===== config.mk =====
export PLATFORM = sky130hd
export DESIGN_NAME = larpix_uart_link
export DESIGN_NICKNAME = d
export VERILOG_FILES = /design/src/rtl/larpix_uart_link.sv
export SDC_FILE = /design/constraint.sdc
export NUM_CORES = 1
export LEC_CHECK = 0
export ABC_AREA = 1
export BUFFER_PORTS_ARGS = -buffer_cell sky130_fd_sc_hd__buf_4
export CAP_MARGIN = 20
export CORE_MARGIN = 2
export CORE_UTILIZATION = 46
export DETAILED_ROUTE_END_ITERATION = 10
export GPL_TIMING_DRIVEN = 0
export PLACE_DENSITY = 0.66
export SETUP_SLACK_MARGIN = 0.05
export SKIP_CTS_REPAIR_TIMING = 1
export SYNTH_ARGS = -nofsm -noshare
export SYNTH_HDL_FRONTEND = slang
export SYNTH_SLANG_ARGS = --single-unit
export TNS_END_PERCENT = 20

===== constraint.sdc =====
create_clock -name clk -period 3.3 [get_ports clk]
set_clock_uncertainty 0.1 [all_clocks]
set_input_delay 0.66 -clock clk [delete_from_list [all_inputs] [get_ports clk]]
set_output_delay 0.66 -clock clk [all_outputs]
set_load 0.005 [all_outputs]

===== src/rtl/larpix_uart_link.sv =====
// rtl/larpix_uart_link.sv - full-duplex serial word link: TX serializer and RX deserializer with odd-parity check
module larpix_uart_link #(
  parameter int WIDTH        = 64,
  parameter int CLKS_PER_BIT = 4
) (
  input  logic             clk,
  input  logic             reset_n,
  input  logic             ld_tx_data,
  input  logic [WIDTH-1:0] tx_data,
  output logic             tx_out,
  output logic             tx_busy,
  input  logic             rx_in,
  input  logic             uld_rx_data,
  output logic [WIDTH-2:0] rx_data,
  output logic             rx_empty,
  output logic             parity_error
);

  localparam int CW = (CLKS_PER_BIT > 2) ? $clog2(CLKS_PER_BIT) : 1;
  localparam int BW = $clog2(WIDTH);
  localparam logic [CW-1:0] BIT_END  = CW'(CLKS_PER_BIT - 1);
  localparam logic [CW-1:0] MID_BIT  = CW'(CLKS_PER_BIT / 2 - 1);
  localparam logic [BW-1:0] LAST_BIT = BW'(WIDTH - 1);

  typedef enum logic [1:0] {S_IDLE, S_START, S_DATA, S_STOP} state_t;

  state_t           tx_state, tx_next;
  logic [CW-1:0]    tx_cnt;
  logic [BW-1:0]    tx_bit;
  logic [WIDTH-1:0] tx_shift;
  logic             tx_bit_end, tx_line;

  assign tx_bit_end = (tx_cnt == BIT_END);

  always_comb begin
    tx_next = tx_state;
    tx_line = 1'b1;
    case (tx_state)
      S_IDLE:  if (ld_tx_data) tx_next = S_START;
      S_START: begin
        tx_line = 1'b0;
        if (tx_bit_end) tx_next = S_DATA;
      end
      S_DATA: begin
        tx_line = tx_shift[0];
        if (tx_bit_end && tx_bit == LAST_BIT) tx_next = S_STOP;
      end
      S_STOP:  if (tx_bit_end) tx_next = S_IDLE;
      default: tx_next = S_IDLE;
    endcase
  end

  // Line and busy are registered off the state, so both lag the load by one edge.
  always_ff @(posedge clk) begin
    if (!reset_n) begin
      tx_state <= S_IDLE;
      tx_cnt   <= '0;
      tx_bit   <= '0;
      tx_shift <= '0;
      tx_out   <= 1'b1;
      tx_busy  <= 1'b0;
    end else begin
      tx_state <= tx_next;
      tx_out   <= tx_line;
      tx_busy  <= (tx_state != S_IDLE);
      if (tx_state == S_IDLE) begin
        tx_cnt <= '0;
        tx_bit <= '0;
        if (ld_tx_data) tx_shift <= tx_data;
      end else begin
        tx_cnt <= tx_bit_end ? '0 : tx_cnt + 1'b1;
        if (tx_state == S_DATA && tx_bit_end) begin
          tx_shift <= tx_shift >> 1;
          tx_bit   <= tx_bit + 1'b1;
        end
      end
    end
  end

  state_t           rx_state, rx_next;
  logic             rx_s1, rx_s2, rx_arm;
  logic [CW-1:0]    rx_cnt;
  logic [BW-1:0]    rx_bit;
  logic [WIDTH-1:0] rx_frame;
  logic             rx_sample, rx_commit;

  assign rx_sample = (rx_state == S_START) ? (rx_cnt == MID_BIT) : (rx_cnt == BIT_END);

  always_comb begin
    rx_next   = rx_state;
    rx_commit = 1'b0;
    case (rx_state)
      S_IDLE:  if (rx_arm && !rx_s2) rx_next = S_START;
      S_START: if (rx_sample) rx_next = rx_s2 ? S_IDLE : S_DATA;
      S_DATA:  if (rx_sample && rx_bit == LAST_BIT) rx_next = S_STOP;
      S_STOP: begin
        if (rx_sample) begin
          rx_next   = S_IDLE;
          rx_commit = rx_s2;
        end
      end
      default: rx_next = S_IDLE;
    endcase
  end

  // rx_arm blocks a new start after a framing error until the line has been seen high.
  always_ff @(posedge clk) begin
    if (!reset_n) begin
      rx_s1        <= 1'b1;
      rx_s2        <= 1'b1;
      rx_arm       <= 1'b0;
      rx_state     <= S_IDLE;
      rx_cnt       <= '0;
      rx_bit       <= '0;
      rx_frame     <= '0;
      rx_data      <= '0;
      parity_error <= 1'b0;
      rx_empty     <= 1'b1;
    end else begin
      rx_s1    <= rx_in;
      rx_s2    <= rx_s1;
      rx_state <= rx_next;
      if (rx_state == S_IDLE) begin
        rx_cnt <= '0;
        rx_bit <= '0;
        if (rx_s2) rx_arm <= 1'b1;
      end else begin
        rx_cnt <= rx_sample ? '0 : rx_cnt + 1'b1;
        if (rx_state == S_DATA && rx_sample) begin
          rx_frame <= {rx_s2, rx_frame[WIDTH-1:1]};
          rx_bit   <= rx_bit + 1'b1;
        end
        if (rx_state == S_STOP && rx_sample && !rx_s2) rx_arm <= 1'b0;
      end
      if (rx_commit) begin
        rx_data      <= rx_frame[WIDTH-2:0];
        parity_error <= ~^rx_frame;
        rx_empty     <= 1'b0;
      end else if (uld_rx_data) begin
        rx_empty <= 1'b1;
      end
    end
  end

endmodule


# Yosys cells after proc, flatten, opt, wreduce, memory -nomap -nowiden
# Cells that the tools add are included.
totals:
  reg_bits: 218
  latchBits: 0
  mem_bits_rw: 0
  mem_bits_ro: 0
  inputBits: 69
  output_inout_bits: 67
  memories: 0
op_classes:
  n_addsub: 4
  n_mul: 0
  div: 0
  magnitude_cmp: 0
  eq_ne: 20
  n_shift: 0
  n_mux: 23
  bitwise_logic: 2
  n_reduce_logical: 24
ops:
  columns: ["cell", "count"]
  rows:
  - ["64-bit 2-to-1 mux", 3]
  - ["64-bit XNOR reduction", 1]
  - ["2-bit 2-to-1 mux", 9]
  - ["2-bit != test (second input constant)", 9]
  - ["2-bit one-hot mux with 4 select lines", 2]
  - ["6-bit by 1-bit adder with 6-bit output (second input constant)", 2]
  - ["2-bit == test (second input constant)", 6]
  - ["6-bit == test (second input constant)", 2]
  - ["1-bit 2-to-1 mux", 8]
  - ["4-bit AND reduction", 2]
  - ["2-bit nonzero test", 4]
  - ["1-bit logical AND", 7]
  - ["2-bit by 1-bit == test with 1-bit output (second input constant)", 3]
  - ["2-bit AND reduction", 3]
  - ["3-bit OR reduction", 2]
  - ["2-bit by 1-bit adder with 2-bit output (second input constant)", 2]
  - ["2-bit logical NOT", 2]
  - ["2-bit OR reduction", 2]
  - ["1-bit inverter", 2]
  - ["1-bit one-hot mux with 2 select lines", 1]
  - ["1-bit logical NOT", 1]

# Longest topological paths before layout
logic_depth:
  word_depth: 6
  ltp_mapped: 16
  ltp_nobuf: 16

# Least setup slack after synthesis
# Ideal clock, no wire load.
synth_timing:
  kind: "register -> register"
  start: "register tx_state[0]"
  end: "register tx_shift[33]"
  setup_ps: 125
  arrival_time_ps: 1462
  t_required_ps: 3075
  path_slack_ps: 1613
  stages_incl_launch_ff: 8
  synth_period_minus_slack_ps: 1687
  path_cell_list: "dfxtp_1 > inv_1 > ha_1 > buf_2 > o21ai_2 > buf_2 > buf_2 > a31oi_1"
synth_between:
  elab_chain_len: 4
synth_lines:
  columns: ["element", "line", "text"]
  rows:
  - ["from (decl)", "27", "state_t tx_state, tx_next;"]
  - ["from (signal assigned)", "63", "tx_state <= tx_next;"]
  - ["2-bit == test", "72", "if (tx_state == S_DATA && tx_bit_end) begin"]
  - ["1-bit logical AND", "72", null]
  - ["2-bit nonzero test (no source line)", null, null]
  - ["2-bit AND reduction (no source line)", null, null]
  - ["to (signal assigned)", "69", "if (ld_tx_data) tx_shift <= tx_data;"]
  - ["to (signal assigned)", "73", "tx_shift <= tx_shift >> 1;"]
  - ["to (decl)", "30", "logic [WIDTH-1:0] tx_shift;"]
# Several ways; a longest one is shown, not always the timed one.
# A chain may end at the register's enable or synchronous reset.

# Worst setup path in the final report
# Same ends and word-level chain as after synthesis.

==> flow_metrics.tcl <==
set metrics [dict create \
    p_leak_nw 5.25 \
    wl_per_cell_um 12.6 \
    vias 9224 \
    status "finished, final reports clean" \
    crit_fanout 10 \
    synth_fp_nets 1468 \
    vias_per_cell 5.02 \
    post-route-drc-count 0 \
    p_clk_share_pct 38.3 \
    grt_pass1_vias 8585 \
    synth_seq_cells 218 \
    min_path_cells 2 \
    clkSinkCount 218 \
    cpPeakStageDelay_ps 400 \
    min_period_over_period_pct 64.0 \
    p_seq_share_pct 42.1 \
    global_route.overflow_total 0 \
    synth-simple-area-share_pct 23.2 \
    post-route-util_pct 57.9 \
    antenna_found_initial 0 \
    switchingPower_mw 2.12 \
    synth_compound_area_share_pct 22.3 \
    cts_tree "yes" \
    max-slew-margin-rel_pct 46.8 \
    crit_path_start_kind "register" \
    cp_slowest_cell "o21ai_2" \
    required_ps 3590 \
    synth_top_area_share_pct 45.4 \
    powerDensity_nw_per_um2 611 \
    setup_violations 0 \
    yosys.area.top_type "dfxtp_1" \
    port_buffers 135 \
    start_util_pct 47.2 \
    timing.rr.start "tx_state[0]$_SDFFE_PN0P_" \
    clk-insertion-delay-late_ps 510 \
    hold_viol 0 \
    final_net_count 1629 \
    maxCapViolCount 0 \
    drtIter0Drc 384 \
    grt_max_degree 14 \
    synth_top_family_by_area "simple AND/OR/NAND/NOR gates" \
    cts_max_level 1 \
    synth_xor_xnor_area_share_pct 0.456 \
    worst-setup-path-type "register to register" \
    area_growth_pct 22.8 \
    gp_congestion 0.814 \
    synth_fa_ha_area_share_pct 1.04 \
    numCtsBuffers 24 \
    num_antenna_cells 0 \
    cp-end-kind "register" \
    min_period_ps 2110 \
    ios 136 \
    total_power_mw 7.20 \
    hold_end "rx_s1$_SDFF_PN1_" \
    path_clk_slew_ps 60 \
    worst_pin_slew_ps 798 \
    detail-route-antenna-nets 0 \
    rsz0062_at_grt "false" \
    finalSetupTns_ps 0 \
    clock.fmax_mhz 473 \
    cts_buffer_depth 3 \
    grt_use_total_pct 20.9 \
    cp_cell_sequence "inv_1 > ha_1 > nand2_1 > o21ai_2 > buf_2 > buf_2 > a31oi_1" \
    netlist_instances 1391 \
    ys_types 35 \
    synth-seq-area-share_pct 45.4 \
    comb_power_share_pct 19.6 \
    power.internal_mw 5.08 \
    crit_arrival_ps 2400 \
    rows 52 \
    max-vdd-ir-drop_v 0.000460 \
    core_area_um2 20400 \
    first_pass_iters 5 \
    synthMuxAreaShare_pct 0 \
    dp_hpwl_um 16600 \
    cts_root_buffer "clkbuf_16" \
    reg2reg_depth 7 \
    die_width_um 148 \
    switching_share_pct 29.5 \
    hold_class "input pin to register" \
    syn-cell-area_um2 9600 \
    dieHeight_um 148 \
    slew_violations 0 \
    wl_um 23100 \
    layout-drive-gt1-share_pct 15.1 \
    yosys_warnings 0 \
    synth_area_leaders "dfxtp_1, nand2_1, o21ai_0" \
    avgSynthCellArea_um2 6.90 \
    crit_top_cell "buf_2" \
    rrSetupSlack_ps 1190 \
    dieArea_um2 22100 \
    grt_first_pass_wirelength_um 39100 \
    min_from "rx_in" \
    r2r_end "tx_shift[33]$_SDFFE_PN0P_" \
]
## metrics by stage
stage               cell area [µm²]  cells  worst slack [ps]  hold WS, ps
global route                  11800   1839               996          239
global placement              11000   1796              1050          294
finish                        11800   1839              1190          257
detailed placement            11000   1796              1000          313
floorplan                      9600   1391              1610          293
CTS                           11800   1839              1150          242
## how the worst max path moves through the flow
| stage | depth (start not counted) | to | startpoint |
|---|---|---|---|
| floorplan | 7 | tx_shift[33]$_SDFFE_PN0P_ | tx_state[0]$_SDFFE_PN0P_ |
| global placement | 5 | rx_frame[2]$_SDFFE_PN0P_ | reset_n |
| detailed placement | 5 | rx_data[30]$_SDFFE_PN0P_ | reset_n |
| CTS | 7 | tx_shift[33]$_SDFFE_PN0P_ | tx_state[0]$_SDFFE_PN0P_ |
| global route | 7 | tx_shift[33]$_SDFFE_PN0P_ | tx_state[0]$_SDFFE_PN0P_ |
| finish | 7 | tx_shift[33]$_SDFFE_PN0P_ | tx_state[0]$_SDFFE_PN0P_ |
## placed cells by master (no fill, tap or decap), types with 8 or more instances in the layout
cell type  count
buf_2         24
o21ai_0      141
nor2_1        38
inv_2         15
a21oi_1      139
buf_4        140
dfxtp_1      218
ha_1           8
clkbuf_1      47
inv_1         88
a31oi_1       63
clkbuf_8       8
nand3_1       10
clkbuf_16     25
o21ai_1       59
nand2_1      500
## critical path: cells and delay by family (launching register included)
family                   cells  cell delay, ps
AND/OR/NAND/NOR              1             130
adder cells (fa/ha/maj)      1             240
AO/OA/AOI/OAI                2             510
buffers and inverters        3             670
flip-flops                   1             330
## final cells by class
type	count	area, µm²
Multi-Input combinational cell	993	4510
Clock inverter	7	87.6
Tap cell	270	338
Clock buffer	36	747
Sequential cell	218	4360
Timing Repair Buffer	135	1010
Fill cell	2001	8570
Buffer	76	343
Inverter	104	390
## power by group through the flow
stage	clock network (mW)	logic, mW	registers, mW
detailed placement	0	1.42	3.08
CTS	2.83	1.42	3.03
global route	2.93	1.64	3.06
finish	2.76	1.41	3.03
global placement	0	1.41	3.08
floorplan	0	1.04	3.05
## routing by layer
layer  GRT usage (%)  wire length, µm  vias to the layer above
met1            27.5            10800                     4114
met5               0                0                        -
li1                -                -                     4881
met4            4.95              399                        0
met3            4.57             1470                       27
met2            35.3            10500                      202
## cell families (layout without fill, tap and decap cells)
kind of cell	after synthesis	after routing
and+or+nand+nor	572	572
AOI/OAI and AO/OA	408	408
DFF	218	218
xor gates and xnor gates	5	5
buffers and inverters	180	358
adders and majority gates	8	8
## cell usage after synthesis, drive strengths merged
master	count
ha	8
a31oi	63
nand2	506
clkinv	1
nand3	10
a21oi	139
nor3	8
a31o	1
o21ai	201
clkbuf	45
nor2	40
dfxtp	218
o31ai	1
xor2	2
o221ai	1
nand4	1
or2	5
buf	31
inv	103
xnor2	3
nor3b	1
and3	1
a211oi	2
## state kept, by name (all words and copies together) (netlist names), 2 cells and up, named ones only
register  cells
tx_bit        6
tx_shift     64
tx_cnt        2
rx_bit        6
rx_frame     64
rx_data      63
rx_cnt        2
tx_state      2
Power figures use the tool's default switching activity.
